File: config.mk
export PLATFORM = sky130hd
export DESIGN_NAME = count_down_nbit
export DESIGN_NICKNAME = d
export VERILOG_FILES = /design/src/rtl/count_down_nbit.sv
export SDC_FILE = /design/constraint.sdc
export NUM_CORES = 1
export LEC_CHECK = 0
export ABC_AREA = 1
export CAP_MARGIN = 0
export CORE_MARGIN = 2
export CORE_UTILIZATION = 50
export DETAILED_ROUTE_END_ITERATION = 16
export HOLD_SLACK_MARGIN = 0.15
export PLACE_DENSITY_LB_ADDON = 0.12
export SLEW_MARGIN = 20
export SYNTH_ARGS = -nofsm -noshare
export SYNTH_HDL_FRONTEND = slang
export SYNTH_SLANG_ARGS = --single-unit
File: constraint.sdc
create_clock -name clk -period 3.1 [get_ports clk]
set_input_delay 0.31 -clock clk [delete_from_list [all_inputs] [get_ports clk]]
set_output_delay 0.31 -clock clk [all_outputs]
set_load 0.01 [all_outputs]
File: src/rtl/count_down_nbit.sv
`default_nettype none
// ============================================================================
// Module   : count_down_nbit
// Purpose  : Loadable N-bit down-counter / timer with terminal-count pulse and
//            optional auto-reload (periodic tick generator).
// Ports    : clk         - system clock, rising edge
//            rst         - synchronous active-high reset
//            load        - capture load_val into counter and reload register
//            load_val    - start / reload value
//            en          - count enable
//            auto_reload - 0 = one-shot (stop at 0), 1 = reload at terminal
//            count       - current counter value (registered)
//            zero        - combinational, high when count == 0
//            busy        - registered, high while running
//            done        - registered, one-cycle pulse on terminal count
// Revision : 1.0 - initial release
// ============================================================================
module count_down_nbit #(
    parameter int N_BIT = 4
) (
    input  logic             clk,
    input  logic             rst,
    input  logic             load,
    input  logic [N_BIT-1:0] load_val,
    input  logic             en,
    input  logic             auto_reload,
    output logic [N_BIT-1:0] count,
    output logic             zero,
    output logic             busy,
    output logic             done
);

    localparam logic [0:0] S_IDLE = 1'b0;
    localparam logic [0:0] S_RUN  = 1'b1;

    localparam logic [N_BIT-1:0] c_zero = '0;
    localparam logic [N_BIT-1:0] c_one  = {{(N_BIT-1){1'b0}}, 1'b1};

    logic [0:0]       r_state;
    logic [N_BIT-1:0] r_count;
    logic [N_BIT-1:0] r_reload;
    logic             r_done;

    logic [0:0]       w_state_nxt;
    logic [N_BIT-1:0] w_count_nxt;
    logic [N_BIT-1:0] w_reload_nxt;
    logic             w_done_nxt;

    // State register
    always_ff @(posedge clk) begin
        if (rst) begin
            r_state  <= S_IDLE;
            r_count  <= c_zero;
            r_reload <= c_zero;
            r_done   <= 1'b0;
        end else begin
            r_state  <= w_state_nxt;
            r_count  <= w_count_nxt;
            r_reload <= w_reload_nxt;
            r_done   <= w_done_nxt;
        end
    end

    // Next-state logic. A load always wins over a terminal event, so a load
    // landing on the terminal edge suppresses done and restarts the count.
    always_comb begin
        w_state_nxt  = r_state;
        w_count_nxt  = r_count;
        w_reload_nxt = r_reload;
        w_done_nxt   = 1'b0;

        if (load) begin
            w_count_nxt  = load_val;
            w_reload_nxt = load_val;
            w_state_nxt  = (load_val != c_zero) ? S_RUN : S_IDLE;
        end else begin
            case (r_state)
                S_RUN: begin
                    if (en) begin
                        if (r_count == c_one) begin
                            // Terminal count; auto_reload is sampled only here.
                            w_done_nxt = 1'b1;
                            if (auto_reload) begin
                                w_count_nxt = r_reload;
                            end else begin
                                w_count_nxt = c_zero;
                                w_state_nxt = S_IDLE;
                            end
                        end else if (r_count > c_one) begin
                            w_count_nxt = r_count - c_one;
                        end else begin
                            // Unreachable in RUN (count is never 0 there);
                            // park safely rather than wrap to all-ones.
                            w_state_nxt = S_IDLE;
                        end
                    end
                end
                default: begin
                    // IDLE holds the count regardless of en.
                    w_state_nxt = S_IDLE;
                end
            endcase
        end
    end

    assign count = r_count;
    assign zero  = (r_count == c_zero);
    assign busy  = (r_state == S_RUN);
    assign done  = r_done;

endmodule
`default_nettype wire
==> flow_summary.toml, run 1 <==
[outcome]
run_status = "completed"

[timing]
worst_slack_ns = 1.17
setup_viol = 0
finalMaxSlewViolations = 0
clock_skew_ns = 0.00320
hold_violations = 0
post-route-period-util = 0.622
rsz0062_at_grt = "no"
tns_ns = 0
worst_slew_pin_slew_ns = 0.319
fin_crit_ns = 1.93
fmax_mhz = 519
slew_headroom = 0.787

[clock_tree]
htree_levels = 1
worstSkewPairLatency_ns = 0.27
cts_resized = 0
cts_tree = "done"
cts.sinks = 10
path_clk_slew_ns = 0.07
cts_root_buf = "clkbuf_4"
cts_buffer_depth = 2
tritoncts.num_buffers = 3
cts_hold_buffers = 0
postCtsSetupBuffers = 0

[global_route]
grt-ovfl-total = 0
grtUsageTotal = 0.222
grt_max_degree = 12
antenna_found_initial = 0
grt_pass1_wl_um = 2300
grt_pass1_vias = 550

[place]
pre_cts_ws_ns = 1.46
portBuffers = 15
hpwl_um = 1080
placed_area_um2 = 797
dp.cells = 121
gp_congestion = 0.926

[synth]
ys_ff_latch = 10
syn_area_per_cell_um2 = 6.89
synthCells = 94
ys_warn_count = 0
ys_seq_area_frac = 0.309
synth_cell_type_count = 26
syn_area_um2 = 648
synth_nets = 106

[min_path]
hold_class = "flop to flop"

[cells_and_area]
fin_area_um2 = 833
antenna_cells = 0
syn_to_final_growth_pct = 28.6
final_cells = 125
drive_gt1_frac = 0.117
nets = 124

[job]
cap_violations = 0

[setup_path]
path_class = "flop to output port"
crit_fanout = 5
cp.arrival_ns = 1.62
start_kind = "flop"
crit_path_end_kind = "output port"
reg2reg_slack_ns = 1.61
crit_required_ns = 2.79

[routing]
wl_um = 1410
drt_iter0_drc = 24
vias = 652
drt-wirelength-per-cell_um = 11.2
dr.pass1.iters = 5
vias_per_cell = 5.22
drc = 0
ant_nets = 0

[power_and_ir_drop]
combPwrFrac = 0.292
swShare = 0.312
ir_drop_mv = 0.303
powerDensity_mw_per_mm2 = 455
p_leak_nw = 0.388
power_switching_mw = 0.118
p_total_mw = 0.380
clock_power_share = 0.318
seq_power_share = 0.390
p_int_mw = 0.261

[floorplan]
io_pins = 16
dieArea_mm2 = 0.00160
fp.dieW_um = 40.0
core_mm2 = 0.00116
fp-row-count = 12
die_y_um = 40.0
start_util = 0.561
-- power groups by stage --
stage	logic (mW)	registers (mW)	clock network, mW
final	0.111	0.148	0.121
after floorplan	0.0701	0.152	0
after detailed placement	0.110	0.151	0
after CTS	0.111	0.148	0.123
after global placement	0.110	0.151	0
after global routing	0.124	0.150	0.128
-- kinds of logic (layout without fill, tap and decap cells) --
logic type,Yosys count,in the layout,share of synthesized area
and+or+nand+nor,55,55,0.407
buffers and inverters,14,31,0.0985
AOI/OAI and AO/OA,11,11,0.114
DFF,10,10,0.309
adders and majority gates,3,3,0.0579
xor gates and xnor gates,1,1,0.0135
-- stage by stage --
step / hold WS, ns / utilization
finish: 0.482 / 0.721
detailed placement: 0.459 / 0.689
global placement: 0.465 / 0.689
global route: 0.493 / 0.721
floorplan: 0.379 / -
CTS: 0.478 / 0.721
-- synth_stat cells, drive strengths merged --
| cell | number | area [µm²] |
|---|---|---|
| a21oi | 6 | 45.1 |
| buf | 2 | 18.8 |
| dfxtp | 10 | 200 |
| ha | 3 | 37.5 |
| inv | 12 | 45.0 |
| nand2 | 27 | 106 |
| nand3 | 10 | 67.6 |
| nand3b | 1 | 7.51 |
| nand4 | 1 | 6.26 |
| nor2 | 13 | 58.8 |
| nor3 | 2 | 10.0 |
| nor3b | 1 | 7.51 |
| o21ai | 3 | 15.0 |
| o21bai | 1 | 7.51 |
| o22ai | 1 | 6.26 |
| xor2 | 1 | 8.76 |
-- flip-flops by register name, summed over array words and instances (netlist names) --
name,cells
r_reload,4
done,1
busy,1
count,4
-- critical path: stages (launching register included) --
cell and delay (ns):
dfxtp_1 0.36, inv_1 0.12, ha_1 0.14, nor3b_1 0.16
clkdlybuf4s50_1 0.56
-- final cells by class --
type                       count  area (µm²)
timing repair buffer          15         150
fill                          92         323
inverter                      12        45.0
clock buffer                   4        36.3
sequential                    10         200
multi-input combinational     70         384
tap                           14        17.5
-- path summary, 6_finish.rpt --
| kind | startpoint | to | cells after the start |
|---|---|---|---|
| setup / recovery | count[0] | zero | 4 |
| hold / removal | r_reload[1] | r_reload[1] | 2 |
| setup reg to reg | count[1] | count[1] | 8 |
| hold reg to reg | r_reload[1] | r_reload[1] | 2 |
-- cells in the final DEF, fill, tap and decap left out, drive strengths merged --
| master | Yosys | layout |
|---|---|---|
| inv | 12 | 12 |
| xor2 | 1 | 1 |
| nand3 | 10 | 10 |
| dfxtp | 10 | 10 |
| nand3b | 1 | 1 |
| nand4 | 1 | 1 |
| clkbuf | 0 | 4 |
| a21oi | 6 | 6 |
| nor2 | 13 | 13 |
| nand2 | 27 | 27 |
| o21ai | 3 | 3 |
| nor3b | 1 | 1 |
| nor3 | 2 | 2 |
| ha | 3 | 3 |
| o21bai | 1 | 1 |
| clkdlybuf4s50 | 0 | 15 |
| o22ai | 1 | 1 |
-- layer usage --
| layer | GRT usage | wire length, µm |
|---|---|---|
| met5 | 0 | 0 |
| met4 | 0.0776 | 22 |
| met3 | 0.0667 | 89 |
| met2 | 0.351 | 638 |
| met1 | 0.284 | 654 |
Note: power is estimated with default switching activity, not from simulation.
==> run 2, diff against run 1 <==
- CORE_UTILIZATION: 50 -> 42
- clock period: 3.1 -> 1.6 ns (I/O delays scaled with it)
==> flow_summary.toml, run 2 (synthesis results as in run 1) <==
[place]
dp.cells = 124
portBuffers = 15
hpwl_um = 1140
gp_congestion = 0.825

[clock_tree]
postCtsSetupBuffers = 0
cts_tree = "done"
cts_buffer_depth = 2
worstSkewPairLatency_ns = 0.27
tritoncts.num_buffers = 3
htree_levels = 1
cts_root_buf = "clkbuf_4"
cts.sinks = 10
path_clk_slew_ns = 0.06

[global_route]
grt_max_degree = 12
grt_pass1_wl_um = 2370
grt-ovfl-total = 0
grtUsageTotal = 0.172
antenna_found_initial = 0
grt_pass1_vias = 579

[min_path]
hold_depth = 2
hold_start = "r_reload[3]"
hold_class = "flop to flop"

[cells_and_area]
antenna_cells = 0
nets = 125
drive_gt1_frac = 0.117
layout_commonest_cell = "nand2_1"
fin_util = 0.563
seq_area_um2 = 200
multi_input_area_um2 = 384
final_cells = 127
syn_to_final_growth_pct = 27.8
mostFrequentLayoutCells = "25 x nand2_1, 14 x clkdlybuf4s50_1, 11 x inv_1, 11 x nor2_1, 10 x dfxtp_1"
fill_cells = 154

[routing]
drt-wirelength-per-cell_um = 11.4
vias_per_cell = 5.17
dr.pass1.iters = 4
ant_nets = 0
wl_um = 1450
drc = 0
drt_iter0_drc = 16
vias = 656

[timing]
hold_violations = 0
rsz0062_at_grt = "yes"
fin_crit_ns = 1.56
fmax_mhz = 641
finalMaxSlewViolations = 0
whs_ns = 0.464
setup_viol = 0
clock_skew_ns = 0.00796
slew_headroom = 0.813
post-route-period-util = 0.976
worst_slew_pin_slew_ns = 0.280

[floorplan]
core_mm2 = 0.00147
io_pins = 16
fp.dieW_um = 43.3
dieArea_mm2 = 0.00187
fp-row-count = 14
start_util = 0.440
die_y_um = 43.3

[outcome]
run_status = "completed"

[power_and_ir_drop]
p_leak_nw = 0.388
powerDensity_mw_per_mm2 = 809
ir_drop_mv = 0.496

[setup_path]
r2r_start = "count[1]"
start_kind = "flop"
reg2reg_slack_ns = 0.10
crit_path_start = "count[0]"
cp.arrival_ns = 1.40
crit_path_end_kind = "output port"
reg2regPathDepth = 8
crit_fanout = 5
crit_required_ns = 1.44
path_class = "flop to output port"

[job]
cap_violations = 0
[run 2: changes by cell type in the layout (fill, tap and decap cells not counted)]
cell and delta:
dlygate4sd2_1 +1, clkbuf_8 -1, buf_4 +1, clkdlybuf4s50_1 -1
[run 2: critical path, cell delays in order, from the launching register on]
cell           delay [ns]
dfxtp_1              0.41
inv_1                0.11
ha_1                 0.20
nor3b_1              0.13
dlygate4sd2_1        0.29
[run 2: final timing paths]
kind	end
setup / recovery	zero
hold / removal	r_reload[3]
hold reg to reg	r_reload[3]
setup reg to reg	count[2]
[run 2: area by class of cell]
class	instances	area share
multi-input combinational	70	0.464
sequential	10	0.242
timing repair buffer	16	0.189
inverter	12	0.0544
clock buffer	3	0.0272
tap	16	0.0242
[run 2: metrics by stage]
step           total power [mW]  setup TNS, ns  worst slack, ns  instance area, µm²
2_1_floorplan             0.431              0            0.228                 648
3_3_place_gp              0.510              0            0.116                 807
3_5_place_dp              0.511              0           0.0897                 807
4_1_cts                   0.681              0           0.0168                 828
5_1_grt                   0.713         -0.163          -0.0548                 828
6_report                  0.670              0           0.0388                 828
[run 2: what timing repair did]
action | 4_1_cts | 5_1_grt
hold buffers | 0 | 0
setup endpoints to repair | 1 | 4
resized for setup | 1 | 0
[run 2: layer usage]
| layer | part of all wire | vias up | track usage |
|---|---|---|---|
| met4 | 0.028 | 0 | 0.127 |
| met2 | 0.46 | 21 | 0.269 |
| li1 | - | 337 | - |
| met5 | 0 | - | 0 |
| met3 | 0.062 | 4 | 0.0298 |
| met1 | 0.45 | 294 | 0.208 |
[run 2: report_power, final]
part,internal (mW),switching (mW)
Sequential,0.267,0.0194
Combinational,0.0989,0.115
Clock,0.0868,0.0827
Total,0.453,0.218
